<file path="src/rtl/timer_peripheral.sv">
// timer_peripheral
//
// Memory-mapped peripheral window (64 bytes at BASE_ADDR) on the CPU data bus.
// It holds a reload timer that drives the CPU interrupt, an LED register,
// a synchronised switch input register and a 7-segment digit register.
// Loads are combinational so the CPU sees data in the same cycle.
// Stores commit on the rising clock edge.
//
// Optional feature: define PERIPH_SYSTICK_EN to add a free-running 32-bit
// cycle counter, readable at offset 0x24.
//
// Ports:
//   clk       system clock
//   reset     asynchronous, active-low reset
//   addr      byte address from the CPU (addr[1:0] ignored)
//   wdata     store data
//   MemWrite  store strobe, sampled on the rising edge
//   MemRead   load strobe; rdata is zero when low
//   rdata     combinational load data
//   switch    asynchronous board switches
//   led       LED register
//   digi      digit register: [11:8] anode select, [7:0] segments
//   irqout    interrupt request (TCON interrupt enable AND status)
//
// Register map (byte offsets):
//   0x00 TH, 0x04 TL, 0x08 TCON[2:0], 0x0C LED[7:0], 0x10 SWITCH[7:0] (RO),
//   0x14 DIGI[11:0], 0x24 SYSTICK (RO, only with PERIPH_SYSTICK_EN).
//   0x18-0x20 belong to the UART block and read as zero here.

module timer_peripheral #(
    parameter logic [31:0] BASE_ADDR = 32'h4000_0000
) (
    input  logic        clk,
    input  logic        reset,
    input  logic [31:0] addr,
    input  logic [31:0] wdata,
    input  logic        MemWrite,
    input  logic        MemRead,
    output logic [31:0] rdata,
    input  logic [7:0]  switch,
    output logic [7:0]  led,
    output logic [11:0] digi,
    output logic        irqout
);

    localparam logic [3:0] IDX_TH      = 4'd0;
    localparam logic [3:0] IDX_TL      = 4'd1;
    localparam logic [3:0] IDX_TCON    = 4'd2;
    localparam logic [3:0] IDX_LED     = 4'd3;
    localparam logic [3:0] IDX_SWITCH  = 4'd4;
    localparam logic [3:0] IDX_DIGI    = 4'd5;
    localparam logic [3:0] IDX_SYSTICK = 4'd9;

    logic        in_window;
    logic [3:0]  word_idx;
    logic        wr_th, wr_tl, wr_tcon, wr_led, wr_digi;
    logic [31:0] th, tl;
    logic [2:0]  tcon;
    logic [7:0]  sw_meta, sw_sync;
    logic        overflow;
    logic        unused_addr_bits;

    assign unused_addr_bits = ^addr[1:0];

    assign in_window = (addr[31:6] == BASE_ADDR[31:6]);
    assign word_idx  = addr[5:2];

    assign wr_th   = MemWrite & in_window & (word_idx == IDX_TH);
    assign wr_tl   = MemWrite & in_window & (word_idx == IDX_TL);
    assign wr_tcon = MemWrite & in_window & (word_idx == IDX_TCON);
    assign wr_led  = MemWrite & in_window & (word_idx == IDX_LED);
    assign wr_digi = MemWrite & in_window & (word_idx == IDX_DIGI);

    // Counter wraps this cycle; reload always uses the TH value held before
    // the edge, so a same-cycle TH store only affects the following reload.
    assign overflow = tcon[0] & (tl == 32'hFFFF_FFFF);

    // Timer and output registers. Bus stores take priority over counting and
    // over the status set, so a clearing TCON store can never be lost.
    always_ff @(posedge clk or negedge reset) begin
        if (!reset) begin
            th   <= 32'h0;
            tl   <= 32'h0;
            tcon <= 3'b000;
            led  <= 8'h00;
            digi <= 12'h000;
        end else begin
            if (wr_th)
                th <= wdata;

            if (wr_tl)
                tl <= wdata;
            else if (overflow)
                tl <= th;
            else if (tcon[0])
                tl <= tl + 32'd1;

            if (wr_tcon)
                tcon <= wdata[2:0];
            else if (overflow && tcon[1])
                tcon[2] <= 1'b1;

            if (wr_led)
                led <= wdata[7:0];

            if (wr_digi)
                digi <= wdata[11:0];
        end
    end

    // Two-flop synchroniser for the asynchronous switch inputs.
    always_ff @(posedge clk or negedge reset) begin
        if (!reset) begin
            sw_meta <= 8'h00;
            sw_sync <= 8'h00;
        end else begin
            sw_meta <= switch;
            sw_sync <= sw_meta;
        end
    end

`ifdef PERIPH_SYSTICK_EN
    logic [31:0] systick;

    // Free-running cycle counter; not writable from the bus.
    always_ff @(posedge clk or negedge reset) begin
        if (!reset)
            systick <= 32'h0;
        else
            systick <= systick + 32'd1;
    end
`endif

    assign irqout = tcon[1] & tcon[2];

    // Combinational read mux; anything unmapped or unqualified reads zero.
    always_comb begin
        rdata = 32'h0;
        if (MemRead && in_window) begin
            case (word_idx)
                IDX_TH:      rdata = th;
                IDX_TL:      rdata = tl;
                IDX_TCON:    rdata = {29'h0, tcon};
                IDX_LED:     rdata = {24'h0, led};
                IDX_SWITCH:  rdata = {24'h0, sw_sync};
                IDX_DIGI:    rdata = {20'h0, digi};
`ifdef PERIPH_SYSTICK_EN
                IDX_SYSTICK: rdata = systick;
`endif
                default:     rdata = 32'h0;
            endcase
        end
    end

endmodule
</file>
<file path="config.mk">
export PLATFORM = sky130hd
export DESIGN_NAME = timer_peripheral
export DESIGN_NICKNAME = d
export VERILOG_FILES = /design/src/rtl/timer_peripheral.sv
export SDC_FILE = /design/constraint.sdc
export NUM_CORES = 1
export LEC_CHECK = 0
export BUFFER_PORTS_ARGS = -buffer_cell sky130_fd_sc_hd__buf_2
export CORE_UTILIZATION = 41
export DETAILED_ROUTE_END_ITERATION = 12
export PLACE_DENSITY = 0.7
export SETUP_SLACK_MARGIN = 0.02
export SYNTH_ARGS = -nofsm -noshare
export SYNTH_HDL_FRONTEND = slang
export SYNTH_SLANG_ARGS = --single-unit
</file>
<file path="constraint.sdc">
create_clock -name clk -period 2.8 [get_ports clk]
set_input_delay 0.14 -clock clk [delete_from_list [all_inputs] [get_ports clk]]
set_output_delay 0.14 -clock clk [all_outputs]
set_load 0.01 [all_outputs]
</file>
Yosys cells after proc, flatten, opt, wreduce, memory -nomap -nowiden --
Cells that the tools add are included.
Storage, ports and cells: word-level logic and storage cells 36, bits in latches 0, memory bits (read-only) 0, output and inout port bits 53, bits of input ports 76, memory bits (writable) 0, memories 0, register bits 103
Operators by class: reductions and logical operators 5, $mul 0, bitwise logic cells 8, order comparisons 0, add/sub/neg operators 1, shift operators 0, div/mod/pow operators 0, mux-type cells 7, eq/ne operators 7
Operators by type and width (count):
- 32-bit one-hot mux with 6 select lines | 1
- 32-bit two-way mux | 4
- 32-bit by 1-bit adder with 32-bit output, second input constant | 1
- 32-bit equality test, second input constant | 1
- 26-bit by 25-bit equality test with 1-bit output, second input constant | 1
- 1-bit bitwise AND | 8
- 4-bit by 2-bit equality test with 1-bit output, second input constant | 2
- 4-bit by 3-bit equality test with 1-bit output, second input constant | 2
- 4-bit by 1-bit equality test with 1-bit output, second input constant | 1
- 4-bit logical NOT | 1
- 3-bit nonzero test | 1
- 1-bit logical AND | 2
- 1-bit two-way mux | 2
- 2-bit nonzero test | 1

Depth between registers and ports, before layout --
Gate-level depths: netlist of the first run.
word-level depth 5, mapped depth 8, mapped depth without buffers 7

Worst setup path after synthesis of the first run --
OpenSTA, ideal clock, no wires.
path type register -> register, start point register tl[0], end point register tl[14], path slack 1041 ps, data required time 2717 ps, clock period less this slack 1759 ps, arrival time 1676 ps, stages on the path, launching flop included 9, buffers on the path 1, setup time 83 ps, path through dfrtp_1 > ha_1 > nand3_1 > nor2_1 > buf_2 > nand3_1 > xor2_1 > a31o_2 > o21ai_0
On the way: word-level cells in the longest chain between the ends 4, elaborated cells on any way between the ends 7, those cells by class 1 x add/sub; 1 x eq/ne; 3 x mux; 1 x bitwise; 1 x reduce/logical
RTL lines:
- from (decl) | RTL line 57 | logic [31:0] th, tl;
- from (signal assigned) | RTL line 92 | tl <= wdata;
- from (signal assigned) | RTL line 94 | tl <= th;
- from (signal assigned) | RTL line 96 | tl <= tl + 32'd1;
- 32-bit by 1-bit adder with 32-bit output / 32-bit equality test (equally long branches) | RTL line 96, 76
- 32-bit two-way mux / 1-bit bitwise AND (equally long branches) | RTL line 95, 76
- 32-bit two-way mux | RTL line 93 | else if (overflow)
- 32-bit two-way mux | RTL line 91 | if (wr_tl)
Parallel ways exist; a longest one is shown, timed or not. The select of a mux whose other input is x is not followed. A chain may end at the register's enable or synchronous reset.

Worst setup path in the final report of the first run --
start point register tl[19], end point register tl[30]
The elaborated chain is that of the path after synthesis.

==> results of run 1 <==
-- metal layers --
| layer | wire length (um) | GRT usage (%) |
|---|---|---|
| met3 | 927 | 4.893 |
| met1 | 6768 | 29.26 |
| met4 | 224 | 7.452 |
| met2 | 7270 | 35.40 |
| met5 | 0 | 0 |
-- worst paths after layout --
path	start	endpoint	cells past startpoint
min in group asynchronous	reset	th[22]$_DFFE_PN0P_	2
hold / removal	wdata[22]	tl[22]$_DFFE_PN0P_	3
max in group asynchronous	reset	digi[2]$_DFFE_PN0P_	3
setup reg to reg	tl[19]$_DFFE_PN0P_	tl[30]$_DFFE_PN0P_	7
setup / recovery	tl[19]$_DFFE_PN0P_	tl[30]$_DFFE_PN0P_	7
hold reg to reg	sw_meta[2]$_DFF_PN0_	sw_sync[2]$_DFF_PN0_	0
-- metrics by stage --
stage	hold slack (ns)	utilization (%)	cell area, um2	worst slack (ns)	cells
floorplan	-0.1556	-	5512	1.041	544
global placement	0.2473	49.14	6327	0.6056	823
detailed placement	0.2493	49.14	6327	0.5587	823
CTS	0.0008925	52.35	6740	0.5454	849
global route	0.01814	52.35	6740	0.3523	849
finish	0.01070	52.35	6740	0.5263	849
-- cells in the final DEF, fill, tap and decap left out, types with 4 or more instances in the layout --
cell type / n
a211oi_1: 6
a21oi_1: 36
a222oi_1: 12
a22oi_1: 26
a31oi_1: 6
and3_1: 13
and4_1: 6
buf_2: 125
buf_4: 18
clkbuf_16: 9
dfrtp_1: 103
dlygate4sd3_1: 10
inv_1: 6
mux2_1: 5
mux2_2: 50
mux2i_1: 7
nand2_1: 36
nand3_1: 25
nand4_1: 15
nor2_1: 65
nor3_1: 4
nor4_1: 5
o211ai_1: 6
o21ai_0: 10
o31ai_1: 10
xnor2_1: 9
xor2_1: 6
-- power by group through the flow --
stage / registers [mW] / clock network (mW) / logic [mW]
2_1_floorplan: 1.53 / 0 / 0.0296
3_3_place_gp: 1.53 / 0 / 0.137
3_5_place_dp: 1.53 / 0 / 0.141
4_1_cts: 1.50 / 1.32 / 0.153
5_1_grt: 1.50 / 1.38 / 0.167
6_report: 1.50 / 1.29 / 0.151
-- cells in the mapped netlist (4+ instances only) --
library cell / n
mux2_1: 5
inv_1: 6
clkbuf_1: 18
buf_4: 6
and3_1: 13
a31oi_1: 6
o31ai_1: 10
nor3_1: 4
o21ai_0: 10
xor2_1: 6
nand4_1: 15
a22oi_1: 26
nor2_1: 65
buf_2: 10
mux2i_1: 7
a21oi_1: 36
nand3_1: 25
a222oi_1: 12
xnor2_1: 9
mux2_2: 50
a211oi_1: 6
dfrtp_1: 103
nand2_1: 36
and4_1: 6
nor4_1: 5
o211ai_1: 6
-- area by class of cell --
cell class	instances	area, um2	area share (%)
clock buffers	9	225.2	3.341
clock inverters	7	87.58	1.299
multi-input cells	397	2728	40.47
flip-flops and latches	103	2577	38.24
well taps	172	215.2	3.193
inverters	7	26.28	0.3898
repair buffers	154	880.8	13.07
-- flip-flops by register name (all words and copies together), names as in the netlist --
name	flops
digi	12
sw_meta	8
sw_sync	8
tcon	3
th	32
led	8
tl	32
-- kinds of logic after synthesis --
group / share of synthesized area (%)
DFF: 46.77
xor gates and xnor gates: 2.384
buffers and inverters: 3.904
adders and majority gates: 0.2270
muxes: 12.51
and+or+nand+nor: 17.82
AOI/OAI and AO/OA: 16.39
-- critical path, cell delays in order (launching register included) --
cell and delay (ns):
dfrtp_1 0.46, nand3_1 0.14, nor3_1 0.46, nand4_1 0.33
buf_4 0.32, and3_1 0.19, o21ai_0 0.17, a22o_1 0.14
==> flow_summary.yaml, run 1 <==
grt:
  antenna_found_initial: 0
  grt_pass1_wl_um: 24540
  grt_pass1_vias: 4865
  grt.total_usage_pct: 22.04
  grt_max_degree: 79
  grt.overflow.total: 0
pwr:
  power_mw: 2.942
  pwr-share-comb_pct: 5.1
  power.leakage_nw: 3.062
  power_switching_share_pct: 25.19
  cellPowerDensity_nw_per_um2: 436.5
  p_seq_share_pct: 51.0
  vdd_ir_drop_max_uv: 286.8
  p_int_mw: 2.201
  power.net_switching_mw: 0.7411
  pwr-share-clk_pct: 43.9
sta:
  final_hold_viol_count: 0
  finalCritPeriodShare_pct: 81.21
  period_minus_slack_ns: 2.274
  worst_slew_pin_slew_ns: 1.032
  slew_viol_final: 0
  setup_viol: 0
  setup_tns_ns: 0
  relSlewSlack_pct: 31.22
  rsz0062_at_grt: "false"
  clock-skew-final_ns: 0.005249
  fmax_ghz: 0.4398
routing:
  via_count: 4918
  vias_per_cell: 5.793
  drt_pass1_iterations: 6
  wl_per_cell_um: 17.89
  final_antenna_net_count: 0
  dr.first_iter.drc_count: 467
  drc_errors: 0
  wl_um: 15190
floorplan:
  start_util_pct: 42.80
  coreArea_um2: 12880
  die-width_um: 117.9
  rows: 41
  dieArea_um2: 13910
  die_h_um: 117.9
  boundaryPins: 129
finish:
  area_growth_pct: 22.29
  drive_gt1_share_pct: 33.09
  fill_cells: 1179
  n_antenna_cell: 0
  nets: 749
synth:
  yosys.cell_types.count: 54
  synth-edff-count: 0
  yosys_warnings: 0
  async_reset_ff_share_pct: 100.0
  synthCells: 544
  synth_nets: 621
  ys_ff_latch: 103
  ys_top_cells_by_area: "dfrtp_1, mux2_2, nor2_1"
  ys_seq_area_share_pct: 46.77
  netlist_area_um2: 5512
  synth-main-ff-cell: "dfrtp_1"
  synth.top_cell.area_share_pct: 46.77
  syn_area_per_cell_um2: 10.13
  yosys.area.top_type: "dfrtp_1"
setup_path:
  crit_type: "reg2reg"
  crit_path_start_kind: "register"
  worstPathMaxFanout: 19
  critPathArrivalTime_ns: 2.57
  end_kind: "register"
  regToRegSetupSlack_ns: 0.53
  cp_data_required_time_ns: 3.10
flow_run:
  maxCapViolCount: 0
clock_network:
  h-tree-depth: 3
  ctsLongestPathBuffers: 2
  tritoncts: "built"
  postCtsSetupRepairBufs: 0
  root_buffer: "clkbuf_16"
  hold_buffers: 10
  clkLatencyLatePin_ns: 0.36
  cts-buffers-inserted: 9
  ctsResizeCount: 0
  clk_pin_slew_ns: 0.08
  clock_sinks: 103
placement:
  dp_hpwl_um: 10350
  portBuffers: 126
  routabilityCongestion: 0.8342
run_status:
  status: "finished, final reports clean"
worst_hold_path:
  hp-class: "in2reg"
Note: power is estimated with default switching activity, not from simulation.
==> run 2: changes to the inputs <==
- ABC_AREA: unset -> 1
- PLACE_DENSITY: 0.7 -> 0.68
- clock period: 2.8 -> 2.35 ns (I/O delays scaled with it)
==> run 2 against run 1 <==
  * First-iteration DRC count shrank 7.1%
  * Total power rose by 20%
  * Clock skew rose by 0.0021 ns
  * Flip-flop and latch count unchanged
  * Hold slack lost 0.0045 ns
  * Sequential share of layout area shrank 5.3 points
  * Largest power group unchanged
==> flow_summary.yaml, run 2 <==
floorplan:
  dieArea_um2: 16190
  coreArea_um2: 15260
  die-width_um: 127.2
  boundaryPins: 129
  rows: 45
  start_util_pct: 42.15
  die_h_um: 127.2
synth:
  yosys_warnings: 0
  yosys.cell_types.count: 30
  synth_nets: 1046
  ys_ff_latch: 103
  synth-main-ff-cell: "dfrtp_1"
  yosysMostFrequentCell: "nand2_1"
  yosys.area.top_type: "dfrtp_1"
  syn_area_per_cell_um2: 6.637
  async_reset_ff_share_pct: 100.0
  synth-edff-count: 0
  ys_top_cells_by_area: "dfrtp_1, nand2_1, nand3_1"
  ys_seq_area_share_pct: 40.08
  synthCells: 969
  synth_common_cells: "nand2_1, nand3_1, dfrtp_1, inv_1, nor2_1"
  netlist_area_um2: 6431
  synth.top_cell.area_share_pct: 40.08
grt:
  antenna_found_initial: 0
  grt_use_met2_pct: 40.89
  grt.total_usage_pct: 24.55
  grt_pass1_wl_um: 31620
  grtUsageMet3_pct: 3.392
  grt_pass1_vias: 6309
  grt.overflow.total: 0
  use_met1_pct: 33.83
  globalRoute.busiestLayer: "met2"
  grt_max_degree: 59
clock_network:
  ctsResizeCount: 0
  tritoncts: "built"
  clock_sinks: 103
  cts-buffers-inserted: 9
  clk_pin_slew_ns: 0.08
  h-tree-depth: 3
  clkLatencyLatePin_ns: 0.36
  root_buffer: "clkbuf_16"
  postCtsSetupRepairBufs: 0
  ctsLongestPathBuffers: 2
routing:
  final_antenna_net_count: 0
  wl_per_cell_um: 14.39
  dr.first_iter.drc_count: 434
  wl_um: 19050
  vias_per_cell: 5.070
  via_count: 6713
  drt_pass1_iterations: 5
  drc_errors: 0
setup_path:
  critical-path-slowest-cell: "dfrtp_1"
  path_buf_inv: 3
  critPathArrivalTime_ns: 2.34
  crit_type: "reg2reg"
  regToRegSetupSlack_ns: 0.31
  end_kind: "register"
  cp_data_required_time_ns: 2.64
  worstPathMaxFanout: 16
  crit_path_start_kind: "register"
  crit_family: "simple AND/OR/NAND/NOR gates"
  r2r-start: "tl[1]$_DFFE_PN0P_"
  r2r_cells: 11
  cp_cell_sequence: "ha_1 > inv_1 > nor2_4 > nand2_2 > nor2_4 > buf_12 > nand3_2 > buf_4 > nand3_1 > nand4_1 > nand2_1"
  critPathMaxStageDelay_ns: 0.42
  cpMostUsedCell: "nor2_4"
  rr_endpoint: "tl[25]$_DFFE_PN0P_"
finish:
  biggestRegsByFlops: "th x32, tl x32, digi x12"
  final_common_cell: "nand2_1"
  fin_util_pct: 51.24
  nets: 1185
  n_antenna_cell: 0
  area_growth_pct: 21.58
  fin_cells: 1324
  final_cell_mix: "nand2_1, buf_2, nand3_1, dfrtp_1, inv_1"
  final_cell_area_um2: 7819
  drive_gt1_share_pct: 17.52
sta:
  setup_tns_ns: 0
  fmax_ghz: 0.4895
  relSlewSlack_pct: 58.92
  clock-skew-final_ns: 0.007331
  setup_viol: 0
  finalCritPeriodShare_pct: 86.93
  worst_slew_pin_slew_ns: 0.6161
  slew_viol_final: 0
  final_hold_viol_count: 0
  period_minus_slack_ns: 2.043
  rsz0062_at_grt: "false"
flow_run:
  maxCapViolCount: 0
placement:
  routabilityCongestion: 1.002
  place_area_um2: 7348
  portBuffers: 126
  dp_hpwl_um: 13940
  dp.cells: 1291
worst_hold_path:
  worstHoldEndpoint: "tl[4]$_DFFE_PN0P_"
  hp-class: "in2reg"
  hold_depth: 3
  hp-start: "wdata[4]"
pwr:
  power.leakage_nw: 3.727
  cellPowerDensity_nw_per_um2: 451.0
  vdd_ir_drop_max_uv: 338.0
  power_mw: 3.527
run_status:
  status: "finished, final reports clean"
[run 2: how the worst max path moves through the flow]
stage	end	startpoint	slack, ns	depth (start not counted)
2_1_floorplan	tl[21]$_DFFE_PN0P_	tl[1]$_DFFE_PN0P_	0.76	10
3_3_place_gp	tl[0]$_DFFE_PN0P_	tl[1]$_DFFE_PN0P_	0.40	12
3_5_place_dp	tl[0]$_DFFE_PN0P_	tl[1]$_DFFE_PN0P_	0.37	12
4_1_cts	tl[0]$_DFFE_PN0P_	tl[1]$_DFFE_PN0P_	0.34	12
5_1_grt	tl[26]$_DFFE_PN0P_	tl[1]$_DFFE_PN0P_	0.18	11
6_report	tl[25]$_DFFE_PN0P_	tl[1]$_DFFE_PN0P_	0.31	11
[run 2: layer usage]
layer / up-vias / share of wire (%)
met5: - / 0
met4: 0 / 1.4
met3: 25 / 5.8
met2: 206 / 46
met1: 3094 / 47
li1: 3388 / -
[run 2: per-stage QoR]
stage | hold WS, ns | setup WS [ns]
2_1_floorplan | -0.1781 | 0.7590
3_3_place_gp | 0.1685 | 0.3971
3_5_place_dp | 0.1718 | 0.3720
4_1_cts | 0.003822 | 0.3361
5_1_grt | 0.006924 | 0.1820
6_report | 0.006176 | 0.3070
[run 2: kinds of logic after synthesis]
logic type | count (synthesis) | synth area share (%)
and+or+nand+nor | 623 | 41.87
adders and majority gates | 1 | 0.1945
AOI/OAI and AO/OA | 91 | 7.432
DFF | 103 | 40.08
xor gates and xnor gates | 9 | 1.226
buffers and inverters | 142 | 9.202
[run 2: cell type report]
cell class | instances | area [um2]
well taps | 211 | 264.0
clock inverters | 6 | 61.31
multi-input cells | 724 | 3262
inverters | 101 | 379.1
clock buffers | 10 | 239.0
fillers | 1568 | 7440
flip-flops and latches | 103 | 2577
repair buffers | 169 | 1036
[run 2: power by group]
part           switching, mW  total [mW]  internal [mW]
logic                  0.125       0.210         0.0847
clock network          0.750        1.53          0.779
registers            0.00346        1.79           1.78
[run 2: what timing repair did]
action                                  in CTS  in global routing
hold buffers                                17                  0
endpoints found under the setup margin       0                  0
endpoints found under the hold margin       62                  0
[run 2: worst reg2reg max path: cells and delay by family (launching register included)]
kind,cells,cell delay (ns)
fa+ha+maj,1,0.21
buf+inv,3,0.44
flops,1,0.42
simple gates,7,0.90
==> run 3: changes to the inputs <==
- clock period: 2.35 -> 2.45 ns (I/O delays scaled with it)
==> run 3 against run 2 <==
  * Combinational power down 9%
  * Global-route usage about the same
  * Flip-flop and latch count unchanged
  * Design area down 1.3%
  * Sequential share of layout area up 0.43 points
  * Critical path type unchanged
  * Highest routed layer unchanged
==> flow_summary.yaml, run 3 (synthesis results as in run 2) <==
setup_path:
  crit_path_start_kind: "register"
  end_kind: "register"
  critPathArrivalTime_ns: 2.38
  cp_data_required_time_ns: 2.69
  worstPathMaxFanout: 16
  crit_type: "reg2reg"
  regToRegSetupSlack_ns: 0.31
pwr:
  vdd_ir_drop_max_uv: 296.0
  power.leakage_nw: 3.678
  power_mw: 3.360
  cellPowerDensity_nw_per_um2: 435.3
finish:
  fin_cells: 1316
  multi_input_area_um2: 3262
  biggestRegsByFlops: "th x32, tl x32, digi x12"
  area_growth_pct: 20.02
  final_common_cell: "nand2_1"
  final_cell_mix: "nand2_1, buf_2, nand3_1, dfrtp_1, inv_1"
  drive_gt1_share_pct: 17.38
  fin_util_pct: 50.59
  nets: 1177
  final_cell_area_um2: 7719
  regArea_um2: 2577
  fill_cells: 1549
  n_antenna_cell: 0
grt:
  grt_pass1_vias: 6127
  antenna_found_initial: 0
  grt_pass1_wl_um: 31340
  grt.total_usage_pct: 24.51
  grt_max_degree: 73
  grt.overflow.total: 0
floorplan:
  boundaryPins: 129
  rows: 45
  dieArea_um2: 16190
  die_h_um: 127.2
  die-width_um: 127.2
  start_util_pct: 42.15
  coreArea_um2: 15260
placement:
  dp_hpwl_um: 13540
  dp.cells: 1288
  place_area_um2: 7301
  dp_slack_ns: 0.3787
  portBuffers: 126
  routabilityCongestion: 0.9542
sta:
  setup_tns_ns: 0
  rsz0062_at_grt: "false"
  timing.hold.ws_ns: 0.006855
  slew_viol_final: 0
  fmax_ghz: 0.4668
  setup_viol: 0
  setup_ws_ns: 0.3077
  relSlewSlack_pct: 66.68
  final_hold_viol_count: 0
  finalCritPeriodShare_pct: 87.44
  clock-skew-final_ns: 0.009728
  period_minus_slack_ns: 2.142
  worst_slew_pin_slew_ns: 0.4993
clock_network:
  tritoncts: "built"
  clk_pin_slew_ns: 0.08
  clock_sinks: 103
  root_buffer: "clkbuf_16"
  h-tree-depth: 3
  cts-buffers-inserted: 9
  ctsLongestPathBuffers: 2
  clkLatencyLatePin_ns: 0.36
  ctsResizeCount: 0
routing:
  final_antenna_net_count: 0
  drt_pass1_iterations: 6
  dr.first_iter.drc_count: 532
  drc_errors: 0
  via_count: 6653
  wl_um: 18750
  wl_per_cell_um: 14.25
  vias_per_cell: 5.055
run_status:
  status: "finished, final reports clean"
worst_hold_path:
  hp-class: "in2reg"
flow_run:
  maxCapViolCount: 0
==> run 3: changes by cell type in the layout (fill, tap and decap cells not counted), sizes merged <==
cell	previous run	this run
inv	105	106
buf	152	149
clkinvlp	0	1
clkinv	2	1
clkbuf	10	9
dlygate4sd3	17	12
==> run 3: repair_timing <==
| item | CTS | global route |
|---|---|---|
| setup endpoints to repair | 0 | 0 |
| buffers inserted | 0 | 0 |
| hold endpoints to repair | 42 | 0 |
| hold buffers | 12 | 0 |
==> run 3: final timing paths <==
path / startpoint / endpoint / cells past startpoint
setup / recovery: tl[1]$_DFFE_PN0P_ / tl[13]$_DFFE_PN0P_ / 10
hold / removal: wdata[15] / tl[15]$_DFFE_PN0P_ / 3
setup reg to reg: tl[1]$_DFFE_PN0P_ / tl[13]$_DFFE_PN0P_ / 10
hold reg to reg: sw_meta[6]$_DFF_PN0_ / sw_sync[6]$_DFF_PN0_ / 0
max in group asynchronous: reset / tl[22]$_DFFE_PN0P_ / 3
min in group asynchronous: reset / sw_meta[5]$_DFF_PN0_ / 2
==> run 3: power breakdown <==
part | switching (mW) | internal [mW] | total (mW)
combinational | 0.118 | 0.0740 | 0.192
clock | 0.728 | 0.724 | 1.45
sequential | 0.00348 | 1.71 | 1.71
==> run 3: final cells by class <==
cell class              instances  area share, %
repair buffers                161          12.16
flip-flops and latches        103          33.39
inverters                     101          4.912
clock buffers                   9          2.918
clock inverters                 7         0.9402
multi-input cells             724          42.26
well taps                     211          3.420
==> run 3: critical path: stages (launching register included) <==
cell and delay, ns:
dfrtp_1 0.42, ha_1 0.22, inv_1 0.08, nor2_4 0.19
nand2_2 0.11, nor2_4 0.41, nand3_4 0.26, nand2_1 0.12
nand2_1 0.06, nand2_1 0.07, nand3_1 0.07
==> run 3: metal layers <==
metal / track usage (%) / up-vias / routed length (um)
li1: - / 3372 / -
met1: 34.76 / 3073 / 8810
met2: 38.95 / 190 / 8675
met3: 3.643 / 18 / 1048
met4: 7.003 / 0 / 212
met5: 0 / - / 0
